--- src/rtl/cart_mem_arbiter_if.sv ---
// Cartridge memory port bundle between the arbiter (master) and the memory controller (slave).
interface cart_mem_arbiter_if;
  logic        mem_req;
  logic        mem_we;
  logic [21:0] mem_addr;
  logic [7:0]  mem_din;
  logic        mem_ack;
  logic [7:0]  mem_dout;

  modport master (output mem_req, mem_we, mem_addr, mem_din, input mem_ack, mem_dout);
  modport slave  (input mem_req, mem_we, mem_addr, mem_din, output mem_ack, mem_dout);
endinterface

--- src/rtl/cart_mem_arbiter.sv ---
// Single-port cartridge memory arbiter: CHR > PRG > AUX fixed priority with an AUX starvation
// guard, one pending slot per requester, and a timeout abort on a silent memory controller.
module cart_mem_arbiter #(
  parameter int unsigned TIMEOUT    = 255,
  parameter int unsigned AUX_STARVE = 63
) (
  input  logic               clk,
  input  logic               reset,
  input  logic               chr_req,
  input  logic               chr_we,
  input  logic [21:0]        chr_addr,
  input  logic [7:0]         chr_din,
  output logic               chr_ack,
  output logic [7:0]         chr_dout,
  input  logic               prg_req,
  input  logic               prg_we,
  input  logic [21:0]        prg_addr,
  input  logic [7:0]         prg_din,
  output logic               prg_ack,
  output logic [7:0]         prg_dout,
  input  logic               aux_req,
  input  logic               aux_we,
  input  logic [21:0]        aux_addr,
  input  logic [7:0]         aux_din,
  output logic               aux_ack,
  output logic [7:0]         aux_dout,
  cart_mem_arbiter_if.master mem,
  input  logic               status_clr,
  output logic [2:0]         overflow,
  output logic               timeout_err
);

  localparam int unsigned AW   = 22;
  localparam int unsigned DW   = 8;
  localparam int unsigned NREQ = 3;
  localparam int unsigned TW   = 8;
  localparam int unsigned SW   = 6;
  localparam logic [TW-1:0] TMO    = TW'(TIMEOUT);
  localparam logic [SW-1:0] STARVE = SW'(AUX_STARVE);
  localparam logic [1:0]    CHR = 2'd0;
  localparam logic [1:0]    PRG = 2'd1;
  localparam logic [1:0]    AUX = 2'd2;

  typedef enum logic {IDLE, BUSY} state_t;

  logic [NREQ-1:0] in_req;
  logic [NREQ-1:0] in_we;
  logic [AW-1:0]   in_addr [NREQ];
  logic [DW-1:0]   in_din  [NREQ];

  state_t          state;
  logic [1:0]      owner;
  logic [TW-1:0]   tcnt;
  logic [SW-1:0]   aux_wait;
  logic [NREQ-1:0] slot_v;
  logic [NREQ-1:0] slot_we;
  logic [AW-1:0]   slot_addr [NREQ];
  logic [DW-1:0]   slot_din  [NREQ];
  logic [NREQ-1:0] ack;
  logic [DW-1:0]   dout [NREQ];

  logic            grant;
  logic            done;
  logic            expired;
  logic [1:0]      win;
  logic [NREQ-1:0] fin;
  logic [NREQ-1:0] ovf_set;

  assign in_req     = {aux_req, prg_req, chr_req};
  assign in_we      = {aux_we, prg_we, chr_we};
  assign in_addr[0] = chr_addr;
  assign in_addr[1] = prg_addr;
  assign in_addr[2] = aux_addr;
  assign in_din[0]  = chr_din;
  assign in_din[1]  = prg_din;
  assign in_din[2]  = aux_din;

  // Winner among pending slots; a starved AUX overrides the fixed order.
  always_comb begin
    win = CHR;
    if (slot_v[AUX] && aux_wait == STARVE) win = AUX;
    else if (slot_v[CHR])                  win = CHR;
    else if (slot_v[PRG])                  win = PRG;
    else if (slot_v[AUX])                  win = AUX;
  end

  assign grant   = (state == IDLE) && (|slot_v);
  assign done    = (state == BUSY) && (mem.mem_ack || tcnt == TMO);
  assign expired = (state == BUSY) && !mem.mem_ack && (tcnt == TMO);

  // Completion mask lets a same-cycle strobe refill the slot being retired.
  always_comb begin
    fin = '0;
    if (done) fin[owner] = 1'b1;
  end

  assign ovf_set = in_req & slot_v & ~fin;

  always_ff @(posedge clk) begin
    if (reset) begin
      state        <= IDLE;
      owner        <= CHR;
      tcnt         <= '0;
      aux_wait     <= '0;
      slot_v       <= '0;
      slot_we      <= '0;
      ack          <= '0;
      mem.mem_req  <= 1'b0;
      mem.mem_we   <= 1'b0;
      mem.mem_addr <= '0;
      mem.mem_din  <= '0;
      overflow     <= '0;
      timeout_err  <= 1'b0;
      for (int i = 0; i < NREQ; i++) begin
        slot_addr[i] <= '0;
        slot_din[i]  <= '0;
        dout[i]      <= '0;
      end
    end else begin
      ack <= '0;
      case (state)
        IDLE: begin
          if (grant) begin
            state        <= BUSY;
            owner        <= win;
            tcnt         <= '0;
            mem.mem_req  <= 1'b1;
            mem.mem_we   <= slot_we[win];
            mem.mem_addr <= slot_addr[win];
            mem.mem_din  <= slot_din[win];
          end
        end
        BUSY: begin
          if (done) begin
            state       <= IDLE;
            mem.mem_req <= 1'b0;
            ack[owner]  <= 1'b1;
            if (!slot_we[owner]) dout[owner] <= mem.mem_ack ? mem.mem_dout : 8'hFF;
          end else begin
            tcnt <= tcnt + TW'(1);
          end
        end
        default: state <= IDLE;
      endcase

      // Saturating at the threshold keeps the equality test reachable for any AUX_STARVE.
      if (grant && win == AUX)
        aux_wait <= '0;
      else if (slot_v[AUX] && !(state == BUSY && owner == AUX) && aux_wait != STARVE)
        aux_wait <= aux_wait + SW'(1);

      for (int i = 0; i < NREQ; i++) begin
        if (in_req[i] && (!slot_v[i] || fin[i])) begin
          slot_v[i]    <= 1'b1;
          slot_we[i]   <= in_we[i];
          slot_addr[i] <= in_addr[i];
          slot_din[i]  <= in_din[i];
        end else if (fin[i]) begin
          slot_v[i] <= 1'b0;
        end
      end

      overflow    <= (status_clr ? 3'b000 : overflow) | ovf_set;
      timeout_err <= (status_clr ? 1'b0 : timeout_err) | expired;
    end
  end

  assign chr_ack  = ack[0];
  assign prg_ack  = ack[1];
  assign aux_ack  = ack[2];
  assign chr_dout = dout[0];
  assign prg_dout = dout[1];
  assign aux_dout = dout[2];

endmodule

--- src/flat_wrapper.sv ---
// flat-port wrapper written by rule: the top's interface ports become plain ports
module cart_mem_arbiter_flat 
#(
  parameter int unsigned TIMEOUT    = 255,
  parameter int unsigned AUX_STARVE = 63
)
  (clk, reset, chr_req, chr_we, chr_addr, chr_din, chr_ack, chr_dout, prg_req, prg_we, prg_addr, prg_din, prg_ack, prg_dout, aux_req, aux_we, aux_addr, aux_din, aux_ack, aux_dout, status_clr, overflow, timeout_err, mem_mem_req, mem_mem_we, mem_mem_addr, mem_mem_din, mem_mem_ack, mem_mem_dout);
  cart_mem_arbiter_if mem_i ();
  input  logic clk;
  input  logic reset;
  input  logic chr_req;
  input  logic chr_we;
  input  logic [21:0] chr_addr;
  input  logic [7:0] chr_din;
  output logic chr_ack;
  output logic [7:0] chr_dout;
  input  logic prg_req;
  input  logic prg_we;
  input  logic [21:0] prg_addr;
  input  logic [7:0] prg_din;
  output logic prg_ack;
  output logic [7:0] prg_dout;
  input  logic aux_req;
  input  logic aux_we;
  input  logic [21:0] aux_addr;
  input  logic [7:0] aux_din;
  output logic aux_ack;
  output logic [7:0] aux_dout;
  input  logic status_clr;
  output logic [2:0] overflow;
  output logic timeout_err;
  output wire logic [$bits(mem_i.mem_req)-1:0] mem_mem_req;
  output wire logic [$bits(mem_i.mem_we)-1:0] mem_mem_we;
  output wire logic [$bits(mem_i.mem_addr)-1:0] mem_mem_addr;
  output wire logic [$bits(mem_i.mem_din)-1:0] mem_mem_din;
  input wire logic [$bits(mem_i.mem_ack)-1:0] mem_mem_ack;
  input wire logic [$bits(mem_i.mem_dout)-1:0] mem_mem_dout;
  assign mem_mem_req = mem_i.mem_req;
  assign mem_mem_we = mem_i.mem_we;
  assign mem_mem_addr = mem_i.mem_addr;
  assign mem_mem_din = mem_i.mem_din;
  assign mem_i.mem_ack = mem_mem_ack;
  assign mem_i.mem_dout = mem_mem_dout;
  cart_mem_arbiter #(.TIMEOUT(TIMEOUT), .AUX_STARVE(AUX_STARVE)) u_core (.clk(clk), .reset(reset), .chr_req(chr_req), .chr_we(chr_we), .chr_addr(chr_addr), .chr_din(chr_din), .chr_ack(chr_ack), .chr_dout(chr_dout), .prg_req(prg_req), .prg_we(prg_we), .prg_addr(prg_addr), .prg_din(prg_din), .prg_ack(prg_ack), .prg_dout(prg_dout), .aux_req(aux_req), .aux_we(aux_we), .aux_addr(aux_addr), .aux_din(aux_din), .aux_ack(aux_ack), .aux_dout(aux_dout), .mem(mem_i), .status_clr(status_clr), .overflow(overflow), .timeout_err(timeout_err));
endmodule
--- config.mk ---
export PLATFORM = sky130hd
export DESIGN_NAME = cart_mem_arbiter_flat
export DESIGN_NICKNAME = d
export VERILOG_FILES = /design/src/rtl/cart_mem_arbiter_if.sv /design/src/rtl/cart_mem_arbiter.sv /design/src/flat_wrapper.sv
export SDC_FILE = /design/constraint.sdc
export NUM_CORES = 1
export LEC_CHECK = 0
export CAP_MARGIN = 20
export CORE_MARGIN = 1.5
export CORE_UTILIZATION = 55
export CTS_BUF_LIST = sky130_fd_sc_hd__clkbuf_16
export DETAILED_ROUTE_END_ITERATION = 7
export PLACE_DENSITY = 0.86
export SLEW_MARGIN = 10
export SYNTH_ARGS = -nofsm -noshare
export SYNTH_HDL_FRONTEND = slang
export SYNTH_SLANG_ARGS = --single-unit
--- constraint.sdc ---
create_clock -name clk -period 4.7 [get_ports clk]
set_clock_uncertainty 0.2 [all_clocks]
set_input_delay 0.94 -clock clk [delete_from_list [all_inputs] [get_ports clk]]
set_output_delay 0.94 -clock clk [all_outputs]
set_load 0.05 [all_outputs]
==> flow_summary.json, run 1 <==
{
  "p_leak_nw": 3.67,
  "start_kind": "input port",
  "drt_pass1_iterations": 5,
  "fmaxAchievable_mhz": 306,
  "ys_warn_count": 0,
  "io_pins": 171,
  "rows": 43,
  "power.switching_w": 0.00106,
  "root_buffer": "clkbuf_16",
  "post-route-period-util_pct": 69.5,
  "peakVddDrop_mv": 0.281,
  "cts_resized": 0,
  "drt_iter0_markers": 748,
  "cts_setup_buffers": 0,
  "ys_types": 49,
  "cts_max_path_buffers": 2,
  "synth_edf_count": 114,
  "final_cell_mix": "clkdlybuf4s50_1, edfxtp_1, a21oi_1, nand2b_1, nand2_1",
  "clock_latency_ps": 430,
  "yosysTopAreaCell": "edfxtp_1",
  "hold_path.class": "reg2reg",
  "status": "completed",
  "cts_made_buffers": 17,
  "wl_um": 19900,
  "place.gp.congestion": 0.812,
  "hold_slack_ps": 263,
  "slew_viol_final": 0,
  "critPathKind": "in2reg",
  "dieArea_um2": 15200,
  "cp_max_fo": 13,
  "yosys_register_bits": 176,
  "timing.setup.tns_ps": 0,
  "fp.dieW_um": 123,
  "final_layout_size_suffix_gt1_share_pct": 9.30,
  "async_flop_share_pct": 0,
  "core-area_um2": 14000,
  "netSwitchingFraction_pct": 26.5,
  "synth.avg_cell_area_um2": 10.7,
  "num_vias": 6340,
  "synth_nets": 854,
  "syn-instance-count": 744,
  "seq_power_share_pct": 46.4,
  "grt_start_max_net_pins": 124,
  "port_buffers": 170,
  "drc": 0,
  "final_common_cell": "clkdlybuf4s50_1",
  "hold_violations": 0,
  "area_growth_pct": 30.3,
  "synth.yosys.seq_area_share_pct": 58.6,
  "grt_pass1_vias": 6287,
  "powerDensity_nw_per_um2": 385,
  "internal-power_w": 0.00293,
  "fin_nets": 989,
  "fin_crit_ps": 3270,
  "setup_violations": 0,
  "die_y_um": 123,
  "dpl.hpwl_um": 12400,
  "clock-sinks": 176,
  "viasPerCell": 5.91,
  "cap_violations": 0,
  "path_clk_slew_ps": 70,
  "clkPwrFrac_pct": 37.1,
  "cts_hold_buf": 0,
  "rsz0062_at_grt": "no",
  "antenna_found_initial": 0,
  "htreeDepth": 4,
  "grt_pass1_wl_um": 30500,
  "ant_nets": 0,
  "synth_area_um2": 7960,
  "end_kind": "register",
  "synth_ff_type": "edfxtp_1",
  "worstPathRequired_ps": 4590,
  "cts_tree": "built",
  "slew_headroom_pct": 27.9,
  "initial_utilization_pct": 56.9,
  "synth.top_cell.area_share_pct": 43.0,
  "pwr-share-comb_pct": 16.5,
  "synth.area.top_cells": "edfxtp_1, dfxtp_1, nand2b_1",
  "arrival_ps": 3150,
  "gr-total-overflow": 0,
  "grt_usage_pct": 26.5,
  "tightest_slew_ps": 1080,
  "routedWlPerCell_um": 18.5
}
per-layer routing:
metal	track usage (%)	wire [µm]	vias to the layer above
met5	0	0	-
met4	11.2	489	0
met3	5.30	1420	42
met2	45.1	9850	318
met1	33.0	8110	3027
li1	-	-	2953
through the flow:
step,area [µm²],setup slack (ps),total power [W],util [%],cells
finish,10400,1430,0.00399,74.1,1073
detailed placement,9750,1020,0.00253,69.7,1040
CTS,10400,1450,0.00398,74.1,1072
global placement,9750,1200,0.00251,69.7,1040
global route,10400,1300,0.00409,74.1,1072
floorplan,7960,1740,0.00226,-,744
critical path, cell delays in order:
cell	delay [ps]
clkdlybuf4s50_1	720
a21oi_1	280
or4b_1	810
nand2b_1	400
sequential cells by signal, indices dropped and copies added (netlist names), 2 cells and up:
signal / count
u_core.overflow: 3
u_core.ack: 3
u_core.aux_wait: 6
u_core.slot_din: 24
u_core.owner: 2
u_core.dout: 24
u_core.slot_v: 3
u_core.slot_addr: 66
u_core.mem.mem_addr: 22
u_core.slot_we: 3
u_core.tcnt: 8
u_core.mem.mem_din: 8
worst paths after layout:
path	startpoint	endpoint	slack, ps	cells past startpoint
min reg2reg	u_core.overflow[2]$_SDFF_PP0_	u_core.overflow[2]$_SDFF_PP0_	260	2
min	u_core.overflow[2]$_SDFF_PP0_	u_core.overflow[2]$_SDFF_PP0_	260	2
max	mem_mem_ack	u_core.dout[0][3]$_SDFFCE_PN0P_	1430	4
max reg2reg	u_core.tcnt[0]$_SDFFE_PP0P_	u_core.dout[0][3]$_SDFFCE_PN0P_	1760	5
power by group through the flow:
| stage | Combinational [W] | Clock (W) | Sequential, W |
|---|---|---|---|
| 3_5_place_dp | 0.000650 | 0 | 0.00188 |
| 4_1_cts | 0.000656 | 0.00147 | 0.00185 |
| 6_report | 0.000658 | 0.00148 | 0.00185 |
| 2_1_floorplan | 0.000272 | 0 | 0.00199 |
| 3_3_place_gp | 0.000636 | 0 | 0.00187 |
| 5_1_grt | 0.000699 | 0.00153 | 0.00186 |
cells by family after synthesis:
family,after synthesis,synth area share (%)
AOI/OAI and AO/OA,175,13.0
adders and majority gates,2,0.314
DFF,176,58.6
buffers and inverters,66,3.35
xor gates and xnor gates,6,0.660
and+or+nand+nor,286,19.4
muxes,33,4.64
final cells by class:
type	instances	area [µm²]
flip-flops and latches	176	4670
fillers	959	3620
multi-input cells	502	3080
repair buffers	177	1760
clock buffers	17	425
well taps	180	225
clock inverters	15	191
inverters	5	18.8
diodes	1	2.50
synthesized netlist by cell type, types with 8 or more instances:
| cell type | number |
|---|---|
| dfxtp_1 | 62 |
| nor2b_1 | 13 |
| mux2_2 | 24 |
| nand2b_1 | 96 |
| o211ai_1 | 37 |
| a21oi_1 | 110 |
| nand4_1 | 34 |
| buf_2 | 12 |
| nand3_1 | 10 |
| nand2_1 | 70 |
| edfxtp_1 | 114 |
| clkbuf_1 | 48 |
| nor2_1 | 28 |
| nor2_2 | 8 |
Power figures use the tool's default switching activity.
==> run 2, diff against run 1 <==
--- a/config.mk
+++ b/config.mk
@@ -7,10 +7,10 @@
 export LEC_CHECK = 0
 export CAP_MARGIN = 20
 export CORE_MARGIN = 1.5
-export CORE_UTILIZATION = 55
+export CORE_UTILIZATION = 51
 export CTS_BUF_LIST = sky130_fd_sc_hd__clkbuf_16
 export DETAILED_ROUTE_END_ITERATION = 7
-export PLACE_DENSITY = 0.86
+export PLACE_DENSITY = 0.8
 export SLEW_MARGIN = 10
 export SYNTH_ARGS = -nofsm -noshare
 export SYNTH_HDL_FRONTEND = slang
==> constraint.sdc (replaced) <==
create_clock -name clk -period 3.09 [get_ports clk]
set_clock_uncertainty 0.2 [all_clocks]
set_input_delay 0.618 -clock clk [delete_from_list [all_inputs] [get_ports clk]]
set_output_delay 0.618 -clock clk [all_outputs]
set_load 0.05 [all_outputs]
==> flow_summary.json, run 2 (same netlist as run 1, synthesis figures left out) <==
{
  "status": "completed",
  "drc": 0,
  "placed_area_um2": 9900,
  "tightest_slew_ps": 624,
  "slew_headroom_pct": 58.3,
  "setup_violations": 0,
  "cts_max_path_buffers": 2,
  "cts_resized": 0,
  "powerDensity_nw_per_um2": 577,
  "top_regs": "u_core.slot_addr: 66 flops, u_core.dout: 24 flops, u_core.slot_din: 24 flops",
  "hold_path.class": "reg2reg",
  "regArea_um2": 4660,
  "p_leak_nw": 3.74,
  "finish.utilization_pct": 69.2,
  "largest-register": "u_core.slot_addr",
  "cts_tree": "built",
  "gr-total-overflow": 0,
  "start_kind": "register",
  "grt_usage_pct": 24.3,
  "max_stage_delay_ps": 520,
  "final_cell_mix": "clkdlybuf4s50_1, edfxtp_1, a21oi_1, nand2b_1, nand2_1",
  "final_common_cell": "clkdlybuf4s50_1",
  "end_kind": "register",
  "grt_start_max_net_pins": 91,
  "worst-path-buf-inv": 1,
  "fp.dieW_um": 128,
  "hold_violations": 0,
  "worstPathRequired_ps": 3010,
  "largest_reg_flops": 66,
  "io_pins": 171,
  "port_buffers": 170,
  "drt_iter0_markers": 393,
  "ant_nets": 0,
  "critPathKind": "reg2reg",
  "core-area_um2": 15200,
  "htreeDepth": 4,
  "cts_setup_buffers": 0,
  "fmaxAchievable_mhz": 381,
  "fillCellCount": 1107,
  "rsz0062_at_grt": "no",
  "fin_area_um2": 10500,
  "cp_top_family": "simple AND/OR/NAND/NOR gates",
  "final_layout_size_suffix_gt1_share_pct": 10.6,
  "multiInputGateArea_um2": 3080,
  "rows": 45,
  "routedWlPerCell_um": 17.8,
  "root_buffer": "clkbuf_16",
  "wl_um": 19500,
  "crit_path_cell_trace": "ha_1 -> nand4_1 -> o21ai_0 -> nand2_4 -> nand2b_2 -> buf_4",
  "timing.setup.tns_ps": 0,
  "dieArea_um2": 16400,
  "place.gp.congestion": 0.783,
  "cts_made_buffers": 17,
  "slew_viol_final": 0,
  "grt_pass1_wl_um": 30600,
  "drt_pass1_iterations": 5,
  "grt_pass1_vias": 6186,
  "path_clk_slew_ps": 60,
  "die_y_um": 128,
  "cts_hold_buf": 0,
  "num_vias": 6349,
  "cp_slowest_cell": "o21ai_0",
  "fin_crit_ps": 2630,
  "post-route-period-util_pct": 85.0,
  "cap_violations": 0,
  "viasPerCell": 5.80,
  "initial_utilization_pct": 52.4,
  "peakVddDrop_mv": 0.438,
  "dpl.hpwl_um": 13000,
  "area_growth_pct": 32.2,
  "arrival_ps": 2540,
  "cp_max_fo": 16,
  "clock_latency_ps": 430,
  "antenna_cells": 0,
  "clock-sinks": 176,
  "fin_nets": 1003,
  "antenna_found_initial": 1
}
==> run 2: final cells by class <==
type | count | share of cell area [%]
timing repair buffer | 191 | 18.1
inverter | 5 | 0.178
sequential | 176 | 44.3
tap | 188 | 2.24
multi-input combinational | 502 | 29.2
clock inverter | 15 | 1.83
clock buffer | 17 | 4.04
==> run 2: worst min-delay path: cells and delay by family, from the launching register on <==
kind	cells	cell delay, ps
DFF	1	330
and+or+nand+nor	1	50
AOI/OAI and AO/OA	1	70
==> run 2: routing by layer <==
metal / track usage, % / part of all wire [%] / vias to the layer above
met4: 10.8 / 2.6 / 0
met5: 0 / 0 / -
li1: - / - / 2977
met1: 29.3 / 39 / 3007
met3: 5.34 / 8.0 / 43
met2: 42.0 / 51 / 322
==> run 2: final timing paths <==
| path | from | end | cells after the start | slack [ps] |
|---|---|---|---|---|
| hold reg to reg | u_core.mem.mem_addr[2]$_SDFFE_PP0P_ | u_core.mem.mem_addr[2]$_SDFFE_PP0P_ | 2 | 280 |
| hold / removal | u_core.mem.mem_addr[2]$_SDFFE_PP0P_ | u_core.mem.mem_addr[2]$_SDFFE_PP0P_ | 2 | 280 |
| setup / recovery | u_core.tcnt[0]$_SDFFE_PP0P_ | u_core.slot_din[1][0]$_SDFFCE_PN0P_ | 6 | 460 |
| setup reg to reg | u_core.tcnt[0]$_SDFFE_PP0P_ | u_core.slot_din[1][0]$_SDFFCE_PN0P_ | 6 | 460 |
==> run 2: where the power goes <==
part / total [W] / internal, W / switching, W
Clock: 0.00224 / 0.00135 / 0.000890
Combinational: 0.00103 / 0.000411 / 0.000619
Sequential: 0.00280 / 0.00271 / 0.0000857
Total: 0.00607 / 0.00447 / 0.00159
==> run 2: stage by stage <==
step / hold WS (ps) / total power (W) / cells / worst slack (ps)
3_5_place_dp: 259 / 0.00387 / 1062 / 305
4_1_cts: 278 / 0.00610 / 1094 / 492
2_1_floorplan: 261 / 0.00344 / 744 / 435
5_1_grt: 298 / 0.00626 / 1094 / 318
3_3_place_gp: 249 / 0.00384 / 1062 / 392
6_report: 277 / 0.00607 / 1094 / 464
==> run 3, diff against run 2 <==
==> constraint.sdc (replaced) <==
create_clock -name clk -period 2.7 [get_ports clk]
set_clock_uncertainty 0.2 [all_clocks]
set_input_delay 0.54 -clock clk [delete_from_list [all_inputs] [get_ports clk]]
set_output_delay 0.54 -clock clk [all_outputs]
set_load 0.05 [all_outputs]
==> flow_summary.json, run 3 (same netlist as run 1, synthesis figures left out) <==
{
  "met3_usage_pct": 5.47,
  "rr_worst_depth": 5,
  "setup_violations": 0,
  "cp_max_fo": 8,
  "post-route-period-util_pct": 92.8,
  "grt_start_max_net_pins": 91,
  "routedWlPerCell_um": 18.1,
  "status": "completed",
  "groute.layer.met1.usage_pct": 30.3,
  "fin_crit_ps": 2510,
  "hold_slack_ps": 268,
  "gr-total-overflow": 0,
  "initial_utilization_pct": 52.4,
  "viasPerCell": 5.75,
  "num_vias": 6336,
  "cts_made_buffers": 17,
  "drt_pass1_iterations": 7,
  "p_leak_nw": 3.79,
  "clock-sinks": 176,
  "largest_reg_flops": 66,
  "wl_um": 20000,
  "fillCellCount": 1100,
  "port_buffers": 170,
  "antenna_found_initial": 0,
  "hold-path-endpoint": "u_core.mem.mem_addr[17]$_SDFFE_PP0P_",
  "top_regs": "u_core.slot_addr: 66 flops, u_core.dout: 24 flops, u_core.slot_din: 24 flops",
  "regArea_um2": 4660,
  "core-area_um2": 15200,
  "final_cell_mix": "clkdlybuf4s50_1, edfxtp_1, a21oi_1, nand2b_1, nand2_1",
  "r2r-end": "u_core.dout[2][1]$_SDFFCE_PN0P_",
  "timing.setup.tns_ps": 0,
  "critPathKind": "reg2reg",
  "r2r_slack_ps": 190,
  "grt_use_met2_pct": 43.8,
  "grt_usage_pct": 24.8,
  "end_kind": "register",
  "slew_headroom_pct": 58.1,
  "start_kind": "register",
  "grt_pass1_wl_um": 31300,
  "max_stage_delay_ps": 560,
  "multiInputGateArea_um2": 3080,
  "fmaxAchievable_mhz": 399,
  "cap_violations": 0,
  "rr_startpoint": "u_core.tcnt[0]$_SDFFE_PP0P_",
  "cts_setup_buffers": 0,
  "powerDensity_nw_per_um2": 648,
  "clkPwrFrac_pct": 35.6,
  "area_growth_pct": 32.7,
  "crit_path_cell_trace": "ha_1 -> and4_1 -> a21oi_1 -> or4_1 -> nand2b_1",
  "cp_slowest_cell": "or4_1",
  "antenna_cells": 0,
  "fp.dieW_um": 128,
  "ant_nets": 0,
  "internal-power_w": 0.00502,
  "io_pins": 171,
  "slew_viol_final": 0,
  "cts_hold_buf": 0,
  "startpoint": "u_core.tcnt[0]$_SDFFE_PP0P_",
  "peakVddDrop_mv": 0.501,
  "worstPathRequired_ps": 2580,
  "cts_max_path_buffers": 2,
  "hp-start": "u_core.mem.mem_addr[17]$_SDFFE_PP0P_",
  "drt_iter0_markers": 474,
  "fin_nets": 1010,
  "grt_pass1_vias": 6297,
  "die_y_um": 128,
  "tightest_slew_ps": 621,
  "netSwitchingFraction_pct": 26.6,
  "final_layout_size_suffix_gt1_share_pct": 11.1,
  "root_buffer": "clkbuf_16",
  "cts_resized": 0,
  "largest-register": "u_core.slot_addr",
  "drc": 0,
  "path_clk_slew_ps": 60,
  "final_common_cell": "clkdlybuf4s50_1",
  "cts_tree": "built",
  "min_path_cells": 2,
  "rows": 45,
  "arrival_ps": 2380,
  "top_usage_layer": "met2",
  "hold_path.class": "reg2reg",
  "seq_power_share_pct": 46.9,
  "dieArea_um2": 16400,
  "finish.utilization_pct": 69.4,
  "clock_latency_ps": 430,
  "power.switching_w": 0.00182,
  "pwr-share-comb_pct": 17.5,
  "dpl.hpwl_um": 13300,
  "rsz0062_at_grt": "no",
  "hold_violations": 0,
  "place.gp.congestion": 0.786,
  "htreeDepth": 4
}
[run 3: how the worst max path moves through the flow]
stage	endpoint	slack, ps	depth (start not counted)
floorplan	u_core.slot_addr[1][0]$_SDFFCE_PN0P_	40	5
global placement	u_core.dout[2][0]$_SDFFCE_PN0P_	110	4
detailed placement	u_core.tcnt[7]$_SDFFE_PP0P_	30	6
CTS	u_core.dout[2][0]$_SDFFCE_PN0P_	210	5
global route	u_core.dout[2][0]$_SDFFCE_PN0P_	60	5
finish	u_core.dout[2][1]$_SDFFCE_PN0P_	190	5
[run 3: through the flow]
step	power (W)	setup WS (ps)	cell area, µm²	instances
after floorplan	0.00394	44.6	7960	744
after global placement	0.00441	112	9980	1069
after CTS	0.00685	214	10600	1101
after global routing	0.00707	63.3	10600	1101
final	0.00684	194	10600	1101
after detailed placement	0.00445	32.5	9980	1069
[run 3: critical path: cells and delay by family, from the launching register on]
kind                     cells  cell delay, ps
AND/OR/NAND/NOR              3            1190
AO/OA/AOI/OAI                1             140
flip-flops                   1             390
adder cells (fa/ha/maj)      1             240
[run 3: cell type report]
type	instances	area share, %
Sequential cell	176	44.2
Tap cell	188	2.23
Timing Repair Buffer	198	18.8
Inverter	5	0.178
Clock inverter	15	1.46
Clock buffer	17	4.03
Multi-Input combinational cell	502	29.1
[run 3: power groups by stage]
stage | combinational [W] | clock (W) | sequential [W]
floorplan | 0.000473 | 0 | 0.00347
global placement | 0.00116 | 0 | 0.00325
detailed placement | 0.00119 | 0 | 0.00326
CTS | 0.00120 | 0.00245 | 0.00321
global route | 0.00127 | 0.00257 | 0.00323
finish | 0.00120 | 0.00244 | 0.00321
[run 3: metal layers]
metal  share of wire (%)  vias to the layer above
li1                    -                     2997
met1                  40                     3031
met2                  51                      276
met3                 7.4                       32
met4                 1.7                        0
met5                   0                        -
